[config.mk]
export PLATFORM = sky130hd
export DESIGN_NAME = local_injector
export DESIGN_NICKNAME = d
export VERILOG_FILES = /design/src/rtl/noc_params.sv /design/src/rtl/injector_fifo.sv /design/src/rtl/local_injector.sv
export SDC_FILE = /design/constraint.sdc
export NUM_CORES = 1
export LEC_CHECK = 0
export ABC_AREA = 0
export BUFFER_PORTS_ARGS = -buffer_cell sky130_fd_sc_hd__buf_2
export CORE_MARGIN = 4
export CORE_UTILIZATION = 45
export DETAILED_ROUTE_END_ITERATION = 12
export MAX_ROUTING_LAYER = met4
export PLACE_DENSITY = 0.78
export SETUP_SLACK_MARGIN = 0.02
export SYNTH_ARGS = -nofsm -noshare
export SYNTH_HDL_FRONTEND = slang
export SYNTH_SLANG_ARGS = --single-unit
[constraint.sdc]
create_clock -name clk -period 5.1 [get_ports clk]
set_input_delay 0.765 -clock clk [delete_from_list [all_inputs] [get_ports clk]]
set_output_delay 0.765 -clock clk [all_outputs]
set_load 0.01 [all_outputs]
[src/rtl/noc_params.sv]
`default_nettype none
// ============================================================================
//  Module      : noc_params (package)
//  Description : Mesh-wide NoC parameters, flit types and small helpers shared
//                by the routers and the local injector.
//  Contents    : MESH_SIZE_X/Y, DEST_ADDR_SIZE_X/Y, VC_NUM, VC_SIZE,
//                FLIT_DATA_SIZE, flit_label_t, flit_t, len_width(),
//                head_data()
//  Revision    : 1.0 - initial release
// ============================================================================
package noc_params;

    localparam int MESH_SIZE_X      = 4;
    localparam int MESH_SIZE_Y      = 4;
    localparam int DEST_ADDR_SIZE_X = $clog2(MESH_SIZE_X);
    localparam int DEST_ADDR_SIZE_Y = $clog2(MESH_SIZE_Y);
    localparam int VC_NUM           = 2;
    localparam int VC_SIZE          = (VC_NUM > 1) ? $clog2(VC_NUM) : 1;
    localparam int FLIT_DATA_SIZE   = 16;

    typedef enum logic [1:0] {
        HEAD     = 2'b00,
        BODY     = 2'b01,
        TAIL     = 2'b10,
        HEADTAIL = 2'b11
    } flit_label_t;

    typedef struct packed {
        flit_label_t                 flit_label;
        logic [VC_SIZE-1:0]          vc_id;
        logic [FLIT_DATA_SIZE-1:0]   data;
    } flit_t;

    // Width of a packet-length field able to hold 0..max_pkt_len.
    function automatic int len_width(input int max_pkt_len);
        return $clog2(max_pkt_len + 1);
    endfunction

    // Head flit payload layout: x destination in the low bits, y above it.
    function automatic logic [FLIT_DATA_SIZE-1:0] head_data(
        input logic [DEST_ADDR_SIZE_X-1:0] x_dest,
        input logic [DEST_ADDR_SIZE_Y-1:0] y_dest
    );
        logic [FLIT_DATA_SIZE-1:0] d;
        d = '0;
        d[DEST_ADDR_SIZE_X-1:0]                                 = x_dest;
        d[DEST_ADDR_SIZE_X+DEST_ADDR_SIZE_Y-1:DEST_ADDR_SIZE_X] = y_dest;
        return d;
    endfunction

endpackage
`default_nettype wire

[src/rtl/injector_fifo.sv]
`default_nettype none
// ============================================================================
//  Module      : injector_fifo
//  Description : Generic synchronous FIFO with full/empty flags, wrap-around
//                pointers and simultaneous push/pop (also when full). The
//                head entry is presented combinationally on rd_data.
//  Ports       : clk, rst (async active-low), push/push_data, pop,
//                rd_data, full, empty
//  Revision    : 1.0 - initial release
// ============================================================================
module injector_fifo #(
    parameter int DEPTH = 4,
    parameter int WIDTH = 8
) (
    input  logic             clk,
    input  logic             rst,
    input  logic             push,
    input  logic [WIDTH-1:0] push_data,
    input  logic             pop,
    output logic [WIDTH-1:0] rd_data,
    output logic             full,
    output logic             empty
);

    localparam int AW = $clog2(DEPTH);

    logic [WIDTH-1:0] mem [DEPTH];
    logic [AW-1:0]    wr_ptr;
    logic [AW-1:0]    rd_ptr;
    logic [AW:0]      count;

    // DEPTH is a power of two, so pointers wrap by natural overflow.
    always_ff @(posedge clk or negedge rst) begin
        if (!rst) begin
            wr_ptr <= '0;
            rd_ptr <= '0;
            count  <= '0;
        end else begin
            if (push) wr_ptr <= wr_ptr + 1'b1;
            if (pop)  rd_ptr <= rd_ptr + 1'b1;
            case ({push, pop})
                2'b10:   count <= count + 1'b1;
                2'b01:   count <= count - 1'b1;
                default: count <= count;
            endcase
        end
    end

    // Storage needs no reset; only entries between the pointers are read.
    always_ff @(posedge clk) begin
        if (push) mem[wr_ptr] <= push_data;
    end

    assign rd_data = mem[rd_ptr];
    assign full    = (count == (AW+1)'(DEPTH));
    assign empty   = (count == '0);

endmodule
`default_nettype wire

[src/rtl/local_injector.sv]
`default_nettype none
// ============================================================================
//  Module      : local_injector
//  Description : Traffic source for a router LOCAL input. Queues packet
//                descriptors, allocates an idle downstream VC round-robin,
//                locks it for the packet and emits HEAD/BODY/TAIL or HEADTAIL
//                flits under per-VC on/off backpressure.
//  Ports       : clk, rst (async active-low)
//                pkt_valid_i/pkt_ready_o, pkt_x_dest_i, pkt_y_dest_i,
//                pkt_len_i         - descriptor input
//                pld_valid_i/pld_ready_o, pld_i - payload words
//                data_o, is_valid_o - flit output
//                is_on_off_i, is_allocatable_i - downstream VC status
//                err_o, sent_pkts_o - rejected-descriptor pulse, tail count
//  Revision    : 1.0 - initial release
// ============================================================================
module local_injector
    import noc_params::*;
#(
    parameter  int QUEUE_DEPTH = 4,
    parameter  int MAX_PKT_LEN = 8,
    parameter  int X_CURRENT   = MESH_SIZE_X / 2,
    parameter  int Y_CURRENT   = MESH_SIZE_Y / 2,
    localparam int LEN_W       = len_width(MAX_PKT_LEN)
) (
    input  logic                        clk,
    input  logic                        rst,
    input  logic                        pkt_valid_i,
    output logic                        pkt_ready_o,
    input  logic [DEST_ADDR_SIZE_X-1:0] pkt_x_dest_i,
    input  logic [DEST_ADDR_SIZE_Y-1:0] pkt_y_dest_i,
    input  logic [LEN_W-1:0]            pkt_len_i,
    input  logic                        pld_valid_i,
    output logic                        pld_ready_o,
    input  logic [FLIT_DATA_SIZE-1:0]   pld_i,
    output flit_t                       data_o,
    output logic                        is_valid_o,
    input  logic [VC_NUM-1:0]           is_on_off_i,
    input  logic [VC_NUM-1:0]           is_allocatable_i,
    output logic                        err_o,
    output logic [15:0]                 sent_pkts_o
);

    localparam logic [DEST_ADDR_SIZE_X-1:0] SRC_X   = DEST_ADDR_SIZE_X'(X_CURRENT);
    localparam logic [DEST_ADDR_SIZE_Y-1:0] SRC_Y   = DEST_ADDR_SIZE_Y'(Y_CURRENT);
    localparam logic [LEN_W-1:0]            LEN_MAX = LEN_W'(MAX_PKT_LEN);
    localparam logic [LEN_W-1:0]            LEN_ONE = LEN_W'(1);

    typedef struct packed {
        logic [DEST_ADDR_SIZE_X-1:0] x_dest;
        logic [DEST_ADDR_SIZE_Y-1:0] y_dest;
        logic [LEN_W-1:0]            len;
    } desc_t;

    typedef enum logic [0:0] {
        IDLE = 1'b0,
        SEND = 1'b1
    } state_t;

    state_t              state, state_n;
    desc_t               in_desc, head_desc;
    logic                fifo_full, fifo_empty;
    logic                push, pop, desc_bad;
    logic [VC_NUM-1:0]   reserved, reserved_n, eligible;
    logic [VC_SIZE-1:0]  rr_ptr, rr_ptr_n, lock_vc, lock_vc_n, pick_vc;
    logic                pick_found;
    logic [LEN_W-1:0]    remaining, remaining_n;
    flit_t               flit_q, flit_n;
    logic                valid_q, valid_n;
    logic                err_q;
    logic [15:0]         sent_q, sent_n;

    // ------------------------------------------------------------------
    // Descriptor intake
    // ------------------------------------------------------------------
    assign in_desc  = '{x_dest: pkt_x_dest_i, y_dest: pkt_y_dest_i, len: pkt_len_i};
    assign desc_bad = (pkt_len_i == '0) || (pkt_len_i > LEN_MAX) ||
                      ((pkt_x_dest_i == SRC_X) && (pkt_y_dest_i == SRC_Y));

    // A full FIFO can still accept when the head is popped this cycle.
    assign pkt_ready_o = rst & (~fifo_full | pop);
    assign push        = pkt_valid_i & pkt_ready_o & ~desc_bad;

    injector_fifo #(
        .DEPTH (QUEUE_DEPTH),
        .WIDTH ($bits(desc_t))
    ) u_fifo (
        .clk       (clk),
        .rst       (rst),
        .push      (push),
        .push_data (in_desc),
        .pop       (pop),
        .rd_data   (head_desc),
        .full      (fifo_full),
        .empty     (fifo_empty)
    );

    // ------------------------------------------------------------------
    // Round-robin VC pick, searching from rr_ptr (one past the last grant).
    // A VC is only pickable when it is idle downstream, not already handed
    // out by us, and currently switched on.
    // ------------------------------------------------------------------
    assign eligible = is_allocatable_i & ~reserved & is_on_off_i;

    always_comb begin
        int                 idx;
        logic [VC_SIZE-1:0] cand;
        pick_found = 1'b0;
        pick_vc    = '0;
        idx        = 0;
        cand       = '0;
        for (int i = 0; i < VC_NUM; i++) begin
            idx = int'(rr_ptr) + i;
            if (idx >= VC_NUM) idx = idx - VC_NUM;
            cand = VC_SIZE'(idx);
            if (!pick_found && eligible[cand]) begin
                pick_found = 1'b1;
                pick_vc    = cand;
            end
        end
    end

    // ------------------------------------------------------------------
    // FSM: next state and outputs
    // ------------------------------------------------------------------
    always_comb begin
        state_n     = state;
        flit_n      = '0;
        valid_n     = 1'b0;
        remaining_n = remaining;
        lock_vc_n   = lock_vc;
        rr_ptr_n    = rr_ptr;
        sent_n      = sent_q;
        pop         = 1'b0;
        pld_ready_o = 1'b0;
        // A reservation lasts until the router shows the VC as busy once.
        reserved_n  = reserved & is_allocatable_i;

        case (state)
            IDLE: begin
                if (!fifo_empty && pick_found) begin
                    pop                 = 1'b1;
                    valid_n             = 1'b1;
                    flit_n.vc_id        = pick_vc;
                    flit_n.data         = head_data(head_desc.x_dest, head_desc.y_dest);
                    reserved_n[pick_vc] = 1'b1;
                    lock_vc_n           = pick_vc;
                    rr_ptr_n            = (int'(pick_vc) == VC_NUM - 1) ? '0 : pick_vc + 1'b1;
                    remaining_n         = head_desc.len - 1'b1;
                    if (head_desc.len == LEN_ONE) begin
                        flit_n.flit_label = HEADTAIL;
                        sent_n            = sent_q + 16'd1;
                    end else begin
                        flit_n.flit_label = HEAD;
                        state_n           = SEND;
                    end
                end
            end
            SEND: begin
                if (is_on_off_i[lock_vc] && pld_valid_i) begin
                    pld_ready_o  = 1'b1;
                    valid_n      = 1'b1;
                    flit_n.vc_id = lock_vc;
                    flit_n.data  = pld_i;
                    remaining_n  = remaining - 1'b1;
                    if (remaining == LEN_ONE) begin
                        flit_n.flit_label = TAIL;
                        sent_n            = sent_q + 16'd1;
                        state_n           = IDLE;
                    end else begin
                        flit_n.flit_label = BODY;
                    end
                end
            end
            default: state_n = IDLE;
        endcase
    end

    // ------------------------------------------------------------------
    // State and output registers
    // ------------------------------------------------------------------
    always_ff @(posedge clk or negedge rst) begin
        if (!rst) begin
            state     <= IDLE;
            flit_q    <= '0;
            valid_q   <= 1'b0;
            remaining <= '0;
            lock_vc   <= '0;
            rr_ptr    <= '0;
            reserved  <= '0;
            sent_q    <= '0;
            err_q     <= 1'b0;
        end else begin
            state     <= state_n;
            flit_q    <= flit_n;
            valid_q   <= valid_n;
            remaining <= remaining_n;
            lock_vc   <= lock_vc_n;
            rr_ptr    <= rr_ptr_n;
            reserved  <= reserved_n;
            sent_q    <= sent_n;
            err_q     <= pkt_valid_i & pkt_ready_o & desc_bad;
        end
    end

    assign data_o      = flit_q;
    assign is_valid_o  = valid_q;
    assign err_o       = err_q;
    assign sent_pkts_o = sent_q;

endmodule
`default_nettype wire

==> qor.yml <==
detailed_routing:
  wire_per_inst_um: 15.0
  ant_nets: 0
  firstDrtPassIters: 6
  via_per_inst: 5.20
  finalWirelength_um: 6750
  drcViolationCount: 0
  vias: 2346
  drtIter0Drc: 112
placement:
  place_inst: 435
  dpl.hpwl_um: 4840
  finalWeightedCongestion: 0.746
  io_buffers: 70
yosys:
  ys_ff_latch: 85
  ys_seq_area_share_pct: 62.2
  syn_inst: 272
  ys.flop_type: "dfrtp_1"
  syn_area_mm2: 0.00368
  yosysUniqueCellTypes: 42
  syn_area_per_cell_um2: 13.5
  async_flop_share_pct: 62.4
  ys_warn_count: 0
  synth_edf_count: 32
  syn_nets: 315
die:
  fp-row-count: 32
  core_mm2: 0.00785
  initial_core_util_pct: 46.9
  chipWidth_um: 98.4
  die_h_um: 98.4
  die-area_mm2: 0.00969
  ioPinCount: 71
cts:
  htreeDepth: 3
  clock_latency_ns: 0.35
  cts_buffers: 9
  clk_pin_slew_ns: 0.08
  post_cts_buffers: 0
  hold_buffers: 0
  cts.repair.resized: 0
  cts_num_sinks: 85
  cts_root_buf: "clkbuf_8"
  cts_buffer_depth: 2
  cts_tree: "yes"
sta:
  hold_viol: 0
  fin_crit_sh_pct: 55.2
  fin_worst_skew_ns: 0.0107
  fmax_mhz: 355
  report.final.slew_viol_count: 0
  relSlewSlack_pct: 52.5
  setup_viol: 0
  min_period_ns: 2.81
  fin_tns_setup_ns: 0
  tightestPinTransition_ns: 0.713
  grt_setup_unrepaired: "false"
global_route:
  overflow: 0
  grt_usage_pct: 15.2
  antenna_found_initial: 0
  grt_pass1_wl_um: 11400
  grt_max_degree: 54
  grt_pass1_vias: 2357
layout:
  nNetsFinal: 387
  syn_to_final_growth_pct: 17.3
  fin_util_pct: 55.0
  final_common_cell: "buf_2"
  final_cell_mix: "70 x buf_2, 53 x dfrtp_1, 32 x edfxtp_1"
  layout-drive-gt1-share_pct: 29.8
  n_antenna_cell: 0
  fillers: 662
  stdcell_count: 451
pwr:
  leakage_nw: 2.06
  ir_worst_vdd_uv: 240
  p_per_area_mw_per_mm2: 444
  finalPower_mw: 1.92
status:
  status: "completed"
job:
  drv_cap: 0
min_path:
  hold_path_class: "input pin to async pin"
setup_path:
  arrival_ns: 3.05
  crit_fanout: 16
  criticalPathCategory: "register to register"
  crit_path_start_kind: "register"
  crit_required_ns: 5.34
  end_kind: "register"
[cell type report]
cell class | instances | area [µm²] | area share [%]
flip-flops and latches | 85 | 2290 | 53.0
multi-input cells | 161 | 1290 | 29.8
repair buffers | 72 | 365 | 8.46
clock buffers | 11 | 154 | 3.56
well taps | 102 | 128 | 2.96
inverters | 15 | 56.3 | 1.30
clock inverters | 5 | 41.3 | 0.956
[kinds of logic (layout without fill, tap and decap cells)]
| family | count (synthesis) | in the layout | synth area share (%) |
|---|---|---|---|
| DFF | 85 | 85 | 62.2 |
| buffers and inverters | 26 | 103 | 2.89 |
| adders and majority gates | 11 | 11 | 3.94 |
| and+or+nand+nor | 75 | 75 | 11.8 |
| xor gates and xnor gates | 24 | 24 | 5.71 |
| AOI/OAI and AO/OA | 39 | 39 | 7.65 |
| muxes | 12 | 12 | 5.88 |
[synthesized netlist by cell type, types with 6 or more instances]
library cell	count	area [µm²]
inv_1	15	56.3
ha_1	10	125
edfxtp_1	32	961
and2_1	19	119
nand3_1	7	35.0
nor3_1	8	40.0
a22o_1	6	52.6
dfrtp_1	53	1330
mux4_2	6	135
nand2_1	14	52.6
buf_2	7	35.0
nor2_1	8	30.0
xnor2_1	7	61.3
xor2_1	17	149
a21oi_1	12	60.1
[metrics by stage]
step	worst slack, ns	area [µm²]	hold WS (ns)
floorplan	2.36	3680	0.445
global placement	2.29	4120	0.457
detailed placement	2.19	4120	0.466
CTS	2.29	4320	0.209
global route	2.10	4320	0.191
finish	2.29	4320	0.222
[per-layer routing]
| layer | share of wire [%] | track usage [%] | vias to the layer above |
|---|---|---|---|
| met5 | 0 | - | - |
| met4 | 1.5 | 5.57 | 0 |
| met3 | 4.7 | 3.96 | 13 |
| met2 | 51 | 24.2 | 63 |
| met1 | 42 | 18.9 | 1160 |
| li1 | - | - | 1110 |
[report_power, final]
| part | switching, mW | total (mW) | leakage [nW] | internal [mW] |
|---|---|---|---|---|
| registers | 0.113 | 0.936 | 0.981 | 0.823 |
| logic | 0.266 | 0.522 | 0.983 | 0.256 |
| clock network | 0.247 | 0.461 | 0.0999 | 0.214 |
| total | 0.626 | 1.92 | 2.06 | 1.29 |
[worst max-delay path, stage by stage (launching register included)]
cell	delay, ns
dfrtp_1	0.73
mux4_1	0.67
inv_1	0.11
ha_1	0.16
and2_1	0.14
o2bb2ai_2	0.14
nand3b_4	0.21
nand2_1	0.19
mux2_2	0.36
[state kept, by name, indices dropped and copies added (netlist names), 2 cells and up]
name           flops
data_o            19
remaining          4
reserved           2
sent_pkts_o       16
u_fifo.count       3
u_fifo.mem        32
u_fifo.rd_ptr      2
u_fifo.wr_ptr      2
[worst paths after layout]
check                            startpoint         endpoint  slack [ns]  cells after the start
min in group clk            sent_pkts_o[15]  sent_pkts_o[15]        0.47                      1
max                        u_fifo.rd_ptr[0]   sent_pkts_o[1]        2.29                      8
max reg2reg                u_fifo.rd_ptr[0]   sent_pkts_o[1]        2.29                      8
max in group asynchronous               rst       data_o[13]        4.02                      2
min                                     rst            err_o        0.22                      1
min reg2reg                 sent_pkts_o[15]  sent_pkts_o[15]        0.47                      1
No activity file was read; power rests on OpenSTA's default activity.
